File: config.mk
export PLATFORM = sky130hd
export DESIGN_NAME = apb_rr_arbiter
export DESIGN_NICKNAME = d
export VERILOG_FILES = /design/src/rtl/apb_rr_arbiter.sv
export SDC_FILE = /design/constraint.sdc
export NUM_CORES = 1
export LEC_CHECK = 0
export ABC_AREA = 1
export BUFFER_PORTS_ARGS = -buffer_cell sky130_fd_sc_hd__buf_2
export CORE_AREA = 5 5 161 163
export CTS_CLUSTER_DIAMETER = 40
export DETAILED_ROUTE_END_ITERATION = 6
export DIE_AREA = 0 0 166 168
export GPL_TIMING_DRIVEN = 0
export SLEW_MARGIN = 40
export SYNTH_ARGS = -nofsm -noshare
export SYNTH_HDL_FRONTEND = slang
export SYNTH_SLANG_ARGS = --single-unit
File: constraint.sdc
create_clock -name Hclk -period 5.5 [get_ports Hclk]
set_input_delay 0.55 -clock Hclk [delete_from_list [all_inputs] [get_ports Hclk]]
set_output_delay 0.55 -clock Hclk [all_outputs]
set_load 0.02 [all_outputs]
File: src/rtl/apb_rr_arbiter.sv
// Round-robin arbiter sharing one APB master port among NREQ requesters.
// Optional ACCESS wait-state timeout enabled by defining APB_TIMEOUT_EN.
module apb_rr_arbiter #(
    parameter int NREQ    = 4,
    parameter int TIMEOUT = 16
) (
    input  logic               Hclk,
    input  logic               Hresetn,
    input  logic [NREQ-1:0]    req_valid,
    input  logic [NREQ-1:0]    req_write,
    input  logic [NREQ*32-1:0] req_addr,
    input  logic [NREQ*32-1:0] req_wdata,
    input  logic [NREQ*3-1:0]  req_selx,
    output logic [NREQ-1:0]    grant,
    output logic [NREQ-1:0]    req_done,
    output logic [31:0]        req_rdata,
    output logic               req_err,
    output logic [31:0]        Paddr,
    output logic [31:0]        Pwdata,
    output logic               Pwrite,
    output logic               Penable,
    output logic [2:0]         Pselx,
    input  logic [31:0]        Prdata,
    input  logic               Pready
);

    localparam int IDX_W = $clog2(NREQ);

    localparam logic [1:0] ST_IDLE   = 2'd0;
    localparam logic [1:0] ST_SETUP  = 2'd1;
    localparam logic [1:0] ST_ACCESS = 2'd2;

    if (NREQ < 2 || NREQ > 8 || TIMEOUT < 1) begin : g_param_check
        $error("apb_rr_arbiter: NREQ must be 2..8 and TIMEOUT at least 1");
    end

    logic [1:0]       state;
    logic [IDX_W-1:0] last;
    logic [IDX_W-1:0] owner;

    logic [NREQ-1:0]  eligible;
    logic [NREQ-1:0]  win_onehot;
    logic             win_found;
    logic [IDX_W-1:0] win_idx;
    logic [IDX_W-1:0] cand;
    logic [31:0]      win_addr;
    logic [31:0]      win_wdata;
    logic             win_write;
    logic [2:0]       win_selx;
    logic             timed_out;

`ifdef APB_TIMEOUT_EN
    localparam int WAIT_W = $clog2(TIMEOUT + 1);
    logic [WAIT_W-1:0] wait_cnt;
    // The cycle whose increment would reach TIMEOUT is the terminating one.
    assign timed_out = (wait_cnt == WAIT_W'(TIMEOUT - 1));
`else
    assign timed_out = 1'b0;
`endif

    // NOTE: every signal gets a default at the top of always_comb so no path leaves it unassigned (no latch).
    always_comb begin
        // A requester in its done cycle still shows req_valid; mask it out.
        eligible   = req_valid & ~req_done;
        win_found  = 1'b0;
        win_idx    = '0;
        cand       = '0;
        win_onehot = '0;
        win_addr   = '0;
        win_wdata  = '0;
        win_write  = 1'b0;
        win_selx   = '0;
        for (int k = 1; k <= NREQ; k++) begin
            cand = IDX_W'((int'(last) + k) % NREQ);
            if (!win_found && eligible[cand]) begin
                win_found = 1'b1;
                win_idx   = cand;
            end
        end
        for (int i = 0; i < NREQ; i++) begin
            if (win_idx == IDX_W'(i)) begin
                win_onehot[i] = win_found;
                win_addr      = req_addr[i*32 +: 32];
                win_wdata     = req_wdata[i*32 +: 32];
                win_write     = req_write[i];
                win_selx      = req_selx[i*3 +: 3];
            end
        end
    end

    // NOTE: registered state uses non-blocking assignments so every flop samples pre-edge values.
    always_ff @(posedge Hclk or negedge Hresetn) begin
        if (!Hresetn) begin
            state     <= ST_IDLE;
            last      <= IDX_W'(NREQ - 1);
            owner     <= '0;
            grant     <= '0;
            req_done  <= '0;
            req_rdata <= '0;
            req_err   <= 1'b0;
            Paddr     <= '0;
            Pwdata    <= '0;
            Pwrite    <= 1'b0;
            Penable   <= 1'b0;
            Pselx     <= '0;
`ifdef APB_TIMEOUT_EN
            wait_cnt  <= '0;
`endif
        end else begin
            req_done <= '0;
            req_err  <= 1'b0;
            case (state)
                ST_IDLE: begin
                    Penable <= 1'b0;
                    if (win_found) begin
                        grant  <= win_onehot;
                        owner  <= win_idx;
                        Paddr  <= win_addr;
                        Pwrite <= win_write;
                        Pselx  <= win_selx;
                        if (win_write) Pwdata <= win_wdata;
                        state  <= ST_SETUP;
                    end else begin
                        grant <= '0;
                        Pselx <= '0;
                    end
                end
                ST_SETUP: begin
                    Penable <= 1'b1;
`ifdef APB_TIMEOUT_EN
                    wait_cnt <= '0;
`endif
                    state   <= ST_ACCESS;
                end
                ST_ACCESS: begin
                    if (Pready || timed_out) begin
                        req_done  <= grant;
                        req_rdata <= (Pready && !Pwrite) ? Prdata : 32'h0;
                        req_err   <= ~Pready;
                        Pselx     <= '0;
                        Penable   <= 1'b0;
                        grant     <= '0;
                        last      <= owner;
                        state     <= ST_IDLE;
                    end else begin
`ifdef APB_TIMEOUT_EN
                        wait_cnt <= wait_cnt + WAIT_W'(1);
`endif
                    end
                end
                default: state <= ST_IDLE;
            endcase
        end
    end

endmodule

==> impl_metrics.csv <==
group,metric,value,unit
clock_tree,clk_latency,420,ps
cells_and_area,area_growth,46.7,%
timing,finalHoldViolations,0,
detailed_routing,drc_errors,0,
synthesis,synth_edf_count,0,
detailed_routing,drt_wl_total,30500,um
setup_path,cp-end-kind,"register",
setup_path,cp_max_fo,10,
clock_tree,ctsResizeCount,0,
synthesis,synth_common_cells,"nand2_1 (402), nand3_1 (172), dfrtp_1 (113), o21ai_0 (40), nand4_1 (39)",
synthesis,ys_warn_count,0,
global_route,grt_util_met1,25.1,%
timing,finalSetupTns,0,ps
floorplan,die_area,27900,sq um
setup_path,cpMaxStageDelayCell,"clkbuf_1",
setup_path,required,5860,ps
global_route,grt.busiest_layer,"met2",
timing,tightest_slew,818,ps
synthesis,seq_area_frac_synth,43.6,%
global_route,grt_pass1_vias,7995,
floorplan,design.portCount,421,
detailed_routing,ant_nets,0,
detailed_routing,wl_per_cell,17.8,um
detailed_routing,vias_per_cell,4.77,
global_route,gr-usage-met2,35.3,%
cells_and_area,nets,1682,
floorplan,core-area,24200,sq um
timing,setup_viol,0,
hold_path,hold_path_class,"in -> async",
timing,period_minus_slack,3050,ps
detailed_routing,drtIter0Drc,578,
clock_tree,htree_num_levels,4,
cells_and_area,antenna_cells,0,
power_and_ir_drop,power,7.56,mW
detailed_routing,vias,8139,
timing,holdWs,22.2,ps
clock_tree,cts_tree,"yes",
global_route,grt_max_degree,72,
synthesis,synthTopCellsByArea,"dfrtp_1 (43%), nand2_1 (23%), nand3_1 (13%), nand4_1 (3.7%), o21ai_0 (3.0%)",
setup_path,cp.arrival,3410,ps
setup_path,r2r_cells,16,
clock_tree,cts.sink_count,115,
setup_path,worst-path-stages,16,
synthesis,syn-num-nets,1243,
clock_tree,cts_max_path_buffers,2,
setup_path,cp_top_family,"simple AND/OR/NAND/NOR gates",
synthesis,synthCells,932,
clock_tree,clk_pin_slew,70,ps
synthesis,syn_area,6600,sq um
timing,max_slew_margin,45.4,%
floorplan,start_util,27.3,%
cells_and_area,final_util,40.1,%
synthesis,yosysTopAreaCell,"dfrtp_1",
synthesis,yosysMostFrequentCell,"nand2_1",
clock_tree,clockRootBuffer,"clkbuf_16",
synthesis,ys_ff_latch,115,
setup_path,critical_path.max_stage_delay,660,ps
power_and_ir_drop,vdd_ir_drop_max,0.410,mV
placed_design,gp_congestion,0.927,
clock_tree,numCtsBuffers,17,
timing,fmax,328,MHz
cells_and_area,drive_above_1_share,37.4,%
global_route,grt_usage,20.6,%
global_route,grt_antenna_before_repair,2,
synthesis,synth_cell_types,28,
setup_path,path_buf_inv,3,
power_and_ir_drop,powerDensity,780,nW/um^2
outcome,status,"completed",
timing,rsz0062_at_grt,"no",
synthesis,ys.flop_type,"dfrtp_1",
clock_tree,postCtsSetupBuffers,0,
timing,skew,15.3,ps
placed_design,dp_hpwl,24200,um
detailed_routing,drtPass1Iterations,5,
global_route,overflow,0,
clock_tree,cts_hold_buf,0,
placed_design,portBuffers,419,
timing,drv_slew,0,
floorplan,die_h,168,um
power_and_ir_drop,leakage,5.41,nW
global_route,met3_usage,5.58,%
run,drv_cap,0,
floorplan,num_rows,57,
setup_path,critPathKind,"reg -> reg",
synthesis,async_flop_share,100,%
setup_path,startpoint_type,"register",
synthesis,synth_top_area_share,42.8,%
floorplan,die_w,166,um
setup_path,cp_common_cell,"nand2_1",
global_route,grt_pass1_wl,45300,um
synthesis,syn_area_per_cell,7.09,sq um
setup_path,path_cells,"buf_6 > inv_4 > nand3_1 > nand3_1 > nand2_2 > nand2_2 > nor2_4 > nand2_1 > nand2_1 > nand2_1 > nor2_2 > clkbuf_1 > nand2_1 > nand4_1 > nand2_1 > nand2_1",
timing,period_share,55.5,%
worst reg2reg max path: cells and delay by family, from the launching register on:
kind | cells | cell delay (ps)
flops | 1 | 520
simple gates | 13 | 1590
buf+inv | 3 | 880
cells in the final DEF, fill, tap and decap left out, types with 8 or more instances in the layout:
master	instances
nor2_1	15
o21ai_0	40
dfrtp_1	113
nand2_2	8
buf_2	441
a21oi_1	8
nand4_1	39
inv_1	32
o211ai_1	15
nand3_1	172
nand2_1	402
clkbuf_1	23
buf_4	10
clkbuf_16	17
worst paths after layout:
path,from,to,slack [ps]
worst max-delay path,last[0],Pwdata[13],2450
worst min-delay path,Hresetn,Paddr[15],20
worst max register to register,last[0],Pwdata[13],2450
worst min register to register,req_rdata[19],req_rdata[19],470
max in group asynchronous,Hresetn,Pwdata[29],4770
min in group Hclk,req_addr[97],Paddr[1],350
per-stage QoR:
step | worst slack, ps | instance area [sq um] | std cells
6_report | 2450 | 9690 | 1708
4_1_cts | 2430 | 9690 | 1708
3_5_place_dp | 2430 | 9140 | 1676
3_3_place_gp | 2290 | 9110 | 1675
2_1_floorplan | 3320 | 6600 | 932
5_1_grt | 2170 | 9690 | 1708
state kept, by name, indices dropped and copies added (netlist names):
signal / cells
last: 2
grant: 4
owner: 2
Pselx: 3
Paddr: 32
Pwdata: 32
req_rdata: 32
state: 2
Pwrite: 1
req_done: 4
Penable: 1
power breakdown:
part           total (mW)  internal (mW)  switching, mW
sequential           1.47           1.26          0.206
combinational        5.05           1.56           3.49
clock                1.04          0.592          0.447
total                7.56           3.41           4.15
logic make-up (layout without fill, tap and decap cells):
group           count (synthesis)  after routing  share of synthesized area, %
simple gates                  648            648                          42.9
flops                         115            115                          43.6
other cells                     1              1                        0.0568
compound gates                 68             68                          6.04
buf+inv                       100            552                          7.43
per-layer routing:
| metal | wire [um] | up-vias |
|---|---|---|
| met5 | 27 | - |
| met4 | 887 | 4 |
| met3 | 2220 | 57 |
| met2 | 14700 | 385 |
| met1 | 12600 | 3751 |
| li1 | - | 3942 |
layout make-up:
type | instances | area [sq um]
buffer | 63 | 349
timing repair buffer | 420 | 2130
tap | 324 | 405
inverter | 37 | 141
fill | 2619 | 14500
multi-input combinational | 717 | 3230
clock inverter | 14 | 106
clock buffer | 18 | 439
sequential | 115 | 2880
No activity file was read; power rests on OpenSTA's default activity.
